$ cat src/rtl/mips_pkg.sv
// Shared definitions for the memory stage: FSM state encoding, abort data
// default and the word-alignment helper.
package mips_pkg;

  typedef enum logic {
    IDLE = 1'b0,
    WAIT = 1'b1
  } memState_e;

  localparam logic [31:0] ABORT_DATA_DEFAULT = 32'hDEADBEEF;
  localparam logic [31:0] WORD_ALIGN_MASK    = 32'h0000_0003;

  function automatic logic isWordAligned(input logic [31:0] addr);
    return (addr & WORD_ALIGN_MASK) == 32'd0;
  endfunction

endpackage

$ cat src/rtl/mem_wb_reg.sv
// MEM/WB pipeline register. A bubble retires the slot without a register
// write; data fields are still captured so an aborted load shows its data.
module mem_wb_reg (
  input  logic        clk,
  input  logic        rst_n,
  input  logic        bubble,
  input  logic        RegWriteM,
  input  logic        MemtoRegM,
  input  logic [31:0] ReadDataM,
  input  logic [31:0] ALUResultM,
  input  logic [4:0]  WriteRegM,
  output logic        RegWriteW,
  output logic        MemtoRegW,
  output logic [31:0] ReadDataW,
  output logic [31:0] ALUResultW,
  output logic [4:0]  WriteRegW
);

  always_ff @(posedge clk) begin
    if (!rst_n) begin
      RegWriteW  <= 1'b0;
      MemtoRegW  <= 1'b0;
      ReadDataW  <= '0;
      ALUResultW <= '0;
      WriteRegW  <= '0;
    end else begin
      RegWriteW  <= RegWriteM & ~bubble;
      MemtoRegW  <= MemtoRegM & ~bubble;
      ReadDataW  <= ReadDataM;
      ALUResultW <= ALUResultM;
      WriteRegW  <= WriteRegM;
    end
  end

endmodule

$ cat src/rtl/memory_access_unit.sv
// M-stage data-memory access with request/ack handshake and pipeline stall.
// Define MEM_TIMEOUT_EN to abort accesses whose ack never arrives.
module memory_access_unit
  import mips_pkg::*;
#(
  parameter int          TIMEOUT_CYCLES = 255,
  parameter logic [31:0] ABORT_DATA     = ABORT_DATA_DEFAULT
) (
  input  logic        clk,
  input  logic        rst_n,
  input  logic        RegWriteM,
  input  logic        MemtoRegM,
  input  logic        MemWriteM,
  input  logic        BranchM,
  input  logic        ZeroFlagM,
  input  logic [31:0] ALUResultM,
  input  logic [31:0] WriteDataM,
  input  logic [31:0] PCBranch_ResultM,
  input  logic [4:0]  WriteRegM,
  output logic        mem_req,
  output logic        mem_we,
  output logic [31:0] mem_addr,
  output logic [31:0] mem_wdata,
  input  logic [31:0] mem_rdata,
  input  logic        mem_ack,
  output logic        StallM,
  output logic        PCSrcM,
  output logic [31:0] PCBranchM,
  output logic        RegWriteW,
  output logic        MemtoRegW,
  output logic [31:0] ReadDataW,
  output logic [31:0] ALUResultW,
  output logic [4:0]  WriteRegW,
  output logic        mem_err
);

  memState_e   stateReg;
  logic        memOp;
  logic        access;
  logic        misaligned;
  logic        timeout;
  logic        bubble;
  logic [31:0] readDataIn;

  assign memOp      = MemtoRegM | MemWriteM;
  assign access     = memOp & isWordAligned(ALUResultM);
  assign misaligned = memOp & ~isWordAligned(ALUResultM);

  assign mem_req   = rst_n & access & ~timeout;
  assign mem_we    = mem_req & MemWriteM;
  assign mem_addr  = ALUResultM;
  assign mem_wdata = WriteDataM;
  assign StallM    = mem_req & ~mem_ack;
  assign PCSrcM    = rst_n & BranchM & ZeroFlagM & ~StallM;
  assign PCBranchM = PCBranch_ResultM;

`ifdef MEM_TIMEOUT_EN
  logic [7:0] timeoutCount;

  always_ff @(posedge clk) begin
    if (!rst_n || stateReg == IDLE) begin
      timeoutCount <= '0;
    end else begin
      timeoutCount <= timeoutCount + 8'd1;
    end
  end

  assign timeout = (stateReg == WAIT) && (timeoutCount == 8'(TIMEOUT_CYCLES));
`else
  // No abort path: the parameter only keeps the interface identical.
  assign timeout = 1'b0 & (TIMEOUT_CYCLES != 0);
`endif

  // A stalled, misaligned or aborted instruction leaves the pipe as a bubble.
  assign bubble     = StallM | misaligned | timeout;
  assign readDataIn = timeout ? ABORT_DATA : mem_rdata;

  always_ff @(posedge clk) begin
    if (!rst_n) begin
      stateReg <= IDLE;
      mem_err  <= 1'b0;
    end else begin
      if (misaligned || timeout) begin
        mem_err <= 1'b1;
      end
      case (stateReg)
        IDLE: if (access && !mem_ack) stateReg <= WAIT;
        WAIT: if (!mem_req || mem_ack) stateReg <= IDLE;
        default: stateReg <= IDLE;
      endcase
    end
  end

  mem_wb_reg uMemWb (
    .clk        (clk),
    .rst_n      (rst_n),
    .bubble     (bubble),
    .RegWriteM  (RegWriteM),
    .MemtoRegM  (MemtoRegM),
    .ReadDataM  (readDataIn),
    .ALUResultM (ALUResultM),
    .WriteRegM  (WriteRegM),
    .RegWriteW  (RegWriteW),
    .MemtoRegW  (MemtoRegW),
    .ReadDataW  (ReadDataW),
    .ALUResultW (ALUResultW),
    .WriteRegW  (WriteRegW)
  );

endmodule

$ cat config.mk
export PLATFORM = sky130hd
export DESIGN_NAME = memory_access_unit
export DESIGN_NICKNAME = d
export VERILOG_FILES = /design/src/rtl/mips_pkg.sv /design/src/rtl/mem_wb_reg.sv /design/src/rtl/memory_access_unit.sv
export SDC_FILE = /design/constraint.sdc
export NUM_CORES = 1
export LEC_CHECK = 0
export ABC_AREA = 1
export CAP_MARGIN = 20
export CORE_AREA = 10 10 112 114
export CTS_CLUSTER_SIZE = 10
export DETAILED_ROUTE_END_ITERATION = 10
export DIE_AREA = 0 0 122 124
export GPL_ROUTABILITY_DRIVEN = 0
export GPL_TIMING_DRIVEN = 0
export PLACE_DENSITY = 0.91
export SYNTH_ARGS = -nofsm -noshare
export SYNTH_HDL_FRONTEND = slang
export SYNTH_SLANG_ARGS = --single-unit
$ cat constraint.sdc
create_clock -name clk -period 0.9 [get_ports clk]
set_input_delay 0.18 -clock clk [delete_from_list [all_inputs] [get_ports clk]]
set_output_delay 0.18 -clock clk [all_outputs]
set_load 0.02 [all_outputs]
# Yosys cells after proc, flatten, opt, wreduce, memory -nomap -nowiden
# Cells that the tools add are included.
[op_classes]
addsub = 0
n_mul = 0
div_mod_pow = 0
magnitude_cmp = 0
n_eq_ne = 0
shift = 0
n_mux = 0
bitwise_logic = 16
n_reduce_logical = 1
[op_table]
columns = ["cell", "n"]
rows = [
  ["logical NOT 32 bit", 1],
  ["AND 1 bit", 10],
  ["inverter 1 bit", 4],
  ["bitwise OR 1 bit", 2],
]
[totals]
register_bits = 72
latchBits = 0
ram_bits = 0
romBits = 0
input_bits = 141
output_inout_bits = 172
elab_cells = 23
n_memories = 0

# Depth between registers and ports, before layout
[depth]
ltp_word = 7
mapped_depth = 5
depth_no_buf = 5

# Modules after synthesis
# From an unflattened synthesis, not the netlist that was laid out.
[unflattened]
cells_unflattened = 334
hier_area_um2 = 2895.3
[by_module_without_submodules]
columns = ["module", "instances", "cells_per_inst", "area_per_inst_um2", "seq_area_each_um2"]
rows = [
  ["mem_wb_reg", 1, 223, 2060.7, 1421.4],
  ["memory_access_unit", 1, 111, 834.6, 20.0],
]

# Worst setup path after synthesis
# No wires, ideal clock.
[synth_path]
path_type = "in2out"
startpoint = "input MemWriteM"
endpoint = "output PCSrcM"
arrival_time_ns = 0.801
required_time_ns = 0.720
setup_slack_ns = -0.081
cell_stages = 5
n_path_buf = 0
path_cell_list = "inv_1 > nand2_1 > nand4_1 > inv_1 > nor2_1"
[synth_between]
elab_chain_len = 6
[synth_lines]
columns = ["element", "line", "rtl"]
rows = [
  ["start, declared", "memory_access_unit.sv:13", "input logic MemWriteM,"],
  ["bitwise OR 1 bit", "memory_access_unit.sv:45", "assign memOp = MemtoRegM | MemWriteM;"],
  ["AND 1 bit", "memory_access_unit.sv:46", "assign access = memOp & isWordAligned(ALUResultM);"],
  ["AND 1 bit", "memory_access_unit.sv:49", "assign mem_req = rst_n & access & ~timeout;"],
  ["AND 1 bit", "memory_access_unit.sv:53", "assign StallM = mem_req & ~mem_ack;"],
  ["net StallM", "memory_access_unit.sv:26", "output logic StallM,"],
  ["inverter 1 bit", "memory_access_unit.sv:54", "assign PCSrcM = rst_n & BranchM & ZeroFlagM & ~StallM;"],
  ["AND 1 bit", "memory_access_unit.sv:54", ""],
  ["end, declared", "memory_access_unit.sv:27", "output logic PCSrcM,"],
]
# The timed path passes the listed nets, and every way through them passes these cells.

# Final worst setup path
[layout_path]
startpoint = "input ALUResultM[1]"
endpoint = "output PCSrcM"
[layout_between]
elab_chain_len = 6
[layout_lines]
columns = ["element", "line", "rtl"]
rows = [
  ["start, declared", "memory_access_unit.sv:16", "input logic [31:0] ALUResultM,"],
  ["logical NOT 32 bit", "mips_pkg.sv:14", "return (addr & WORD_ALIGN_MASK) == 32'd0;"],
  ["AND 1 bit", "memory_access_unit.sv:46", ""],
  ["AND 1 bit", "memory_access_unit.sv:49", ""],
  ["AND 1 bit", "memory_access_unit.sv:53", ""],
  ["inverter 1 bit", "memory_access_unit.sv:54", ""],
  ["AND 1 bit", "memory_access_unit.sv:54", ""],
]
# No other way between the ends.

==> results.yml <==
worst_setup_path:
  end_kind: "output port"
  r2r-end: "mem_err"
  cp-startpoint: "ALUResultM[1]"
  worstPathRequired_ns: 0.72
  reg2reg_from: "mem_err"
  critical_path_class: "in -> out"
  worstSetupStartpointType: "input port"
  critPathMaxStageDelay_ns: 0.16
  cp.arrival_ns: 0.86
  critPathMaxFanout: 3
  cpMaxStageDelayCell: "nand4_1"
  reg2regPathDepth: 2
  crit_chain: "buf_8, nor2_4, nand4_1, inv_2, nor2_4, buf_6"
  rrSetupSlack_ns: 0.34
  crit_top_cell: "nor2_4"
min_path:
  min_to: "uMemWb.ALUResultW[0]"
  holdPathStages: 3
  min_path_type: "in -> reg"
  hp-start: "ALUResultM[0]"
drt:
  drc_errors: 0
  ant_nets: 0
  detail_route.iter0.violations: 116
  vias_per_cell: 3.84
  drt-pass1-iter-count: 4
  wl_per_cell_um: 17.4
  dr_total_vias: 2837
  totalWireLength_um: 12900
sta:
  rsz0062_at_grt: "true"
  setup_violations: 77
  max_freq_ghz: 0.964
  totalNegativeSetupSlack_ns: -5.41
  fin_crit_ns: 1.04
  worst_slew_pin_slew_ns: 0.250
  max-slew-margin-rel_pct: 83.1
  skew_ns: 0
  hold_viol_final: 0
  setup_slack_ns: -0.137
  slew_violations: 0
  period_share_pct: 115
finish:
  final_cells: 739
  area_growth_pct: 106
  nFillCells: 879
  drive_gt1_share_pct: 52.9
  antenna_cells: 0
  stdcell_area_um2: 5870
  finalNetCount: 739
power:
  max-vdd-ir-drop_mv: 0.569
  clkPwrFrac_pct: 31.6
  internal_power_uw: 5890
  pwr-share-seq_pct: 41.7
  p_comb_share_pct: 26.7
  powerDensity_nw_per_um2: 1420
  switching_share_pct: 29.3
  p_sw_uw: 2440
  p_leak_uw: 0.00334
run_status:
  failed_checks: "negative setup slack"
  outcome: "complete, but fails checks"
synth:
  synthFlopType: "dfxtp_1"
  yosysUniqueCellTypes: 11
  yosys-top-cells-area: "dfxtp_1 (51%), buf_4 (26%), inv_1 (9.9%)"
  synth_area_um2: 2850
  ys_ff_latch: 72
  ys_warn_count: 0
  synth_top_area_share_pct: 50.7
  synth_edf_count: 0
  synth_largest_area_cell: "dfxtp_1"
  synth_common_cells: "buf_4 (97), inv_1 (75), nand2_1 (73)"
  syn-num-nets: 475
  ys_seq_area_share_pct: 50.7
  syn_avg_cell_area_um2: 8.52
  synthArstFlopShare_pct: 0
  syn_inst: 334
  yosysMostFrequentCell: "buf_4"
global_routing:
  grt_pass1_wl_um: 17400
  grtUsageTotal_pct: 15.2
  grt_pass1_vias: 3101
  grt_max_degree: 15
  grt.overflow.total: 0
  antenna_found_initial: 0
floorplan:
  initial_core_util_pct: 27.8
  io_pins: 313
  die_height_um: 124
  row_count: 37
  die_width_um: 122
  fp.coreArea_um2: 10200
  die-area_um2: 15100
clock_tree:
  path_clk_slew_ns: 0.08
  clock_latency_ns: 0.34
  max-clock-path-buffers: 2
  cts_root_buf: "clkbuf_8"
  clock-sinks: 72
  htreeDepth: 3
  cts_buffers: 9
  postCtsHoldBufs: 0
  tritoncts: "yes"
placement:
  dp_hpwl_um: 10900
  place_area_um2: 5500
  dpl.cell_count: 718
  port_buffers: 248
flow_run:
  maxCapViolations: 0
==> kinds of logic (layout without fill, tap and decap cells) <==
| family | count (synthesis) | in the layout | share of synthesized area (%) |
|---|---|---|---|
| compound gates | 2 | 2 | 0.440 |
| buf+inv | 179 | 448 | 38.0 |
| flops | 72 | 72 | 50.7 |
| simple gates | 81 | 81 | 10.9 |
==> power groups by stage <==
stage,Clock (uW),Sequential (uW),Combinational [uW]
final,2630,3470,2230
after global routing,2850,3480,2350
after floorplan,0,3700,824
after global placement,0,3470,2280
after detailed placement,0,3480,2320
after CTS,2730,3470,2230
==> through the flow <==
step | power, uW | hold slack [ns] | util, % | setup slack, ns
after floorplan | 4520 | 0.278 | - | -0.00831
after global placement | 5750 | 0.445 | 53.8 | -1.04
after detailed placement | 5790 | 0.455 | 53.8 | -1.12
after CTS | 8440 | 0.0272 | 56.9 | -0.133
after global routing | 8690 | 0.0392 | 57.4 | -0.139
final | 8330 | 0.0510 | 57.4 | -0.137
==> sequential cells by signal, summed over array words and instances, names as in the netlist <==
register and count:
uMemWb.ALUResultW 32, uMemWb.ReadDataW 32, uMemWb.WriteRegW 5, mem_err 1
uMemWb.MemtoRegW 1, uMemWb.RegWriteW 1
==> how the worst max path moves through the flow <==
stage / to / cells past startpoint / slack [ns]
3_3_place_gp: StallM / 5 / -1.04
5_1_grt: PCSrcM / 6 / -0.14
4_1_cts: PCSrcM / 6 / -0.13
2_1_floorplan: mem_we / 3 / -0.008
6_report: PCSrcM / 6 / -0.14
3_5_place_dp: StallM / 5 / -1.12
==> layout make-up <==
class	count	area [um2]	share of cell area (%)
clock inverter	7	81.3	1.38
timing repair buffer	253	2510	42.8
tap	136	170	2.90
clock buffer	9	124	2.11
inverter	75	287	4.88
multi-input combinational	83	364	6.20
sequential	72	1530	26.1
buffer	104	805	13.7
==> metal layers <==
metal  GRT usage [%]  up-vias  routed length, um  share of wire [%]
li1                -     1366                  -                  -
met3            9.28       18               1810                 14
met5               0        -                  0                  0
met4            4.84        0                178                1.4
met2            29.7      186               7030                 55
met1            12.1     1267               3870                 30
==> cell usage in the layout, fill, tap and decap left out <==
| master | n |
|---|---|
| clkbuf_8 | 9 |
| buf_6 | 107 |
| nand3_4 | 1 |
| inv_6 | 1 |
| dfxtp_2 | 72 |
| inv_8 | 1 |
| o21ai_0 | 1 |
| clkdlybuf4s50_1 | 38 |
| dlygate4sd2_1 | 94 |
| bufinv_16 | 1 |
| inv_2 | 3 |
| buf_2 | 2 |
| clkdlybuf4s15_1 | 3 |
| nand3_1 | 1 |
| nor2_4 | 3 |
| clkbuf_2 | 1 |
| nor2_1 | 2 |
| clkinv_4 | 2 |
| inv_1 | 71 |
| buf_4 | 109 |
| nand2_1 | 72 |
| nand4_1 | 1 |
| clkinvlp_4 | 3 |
| nand2_4 | 1 |
| buf_8 | 3 |
| a21boi_1 | 1 |
==> critical path: cells and delay by family <==
kind / cells / cell delay, ns
simple gates: 3 / 0.31
buf+inv: 3 / 0.36
==> repair_timing <==
item / CTS / global route
setup buffers: 3 / 2
setup endpoints to repair: 223 / 78
pin swaps: 6 / 5
resized for setup: 840 / 14
Note: power is estimated with default switching activity, not from simulation.
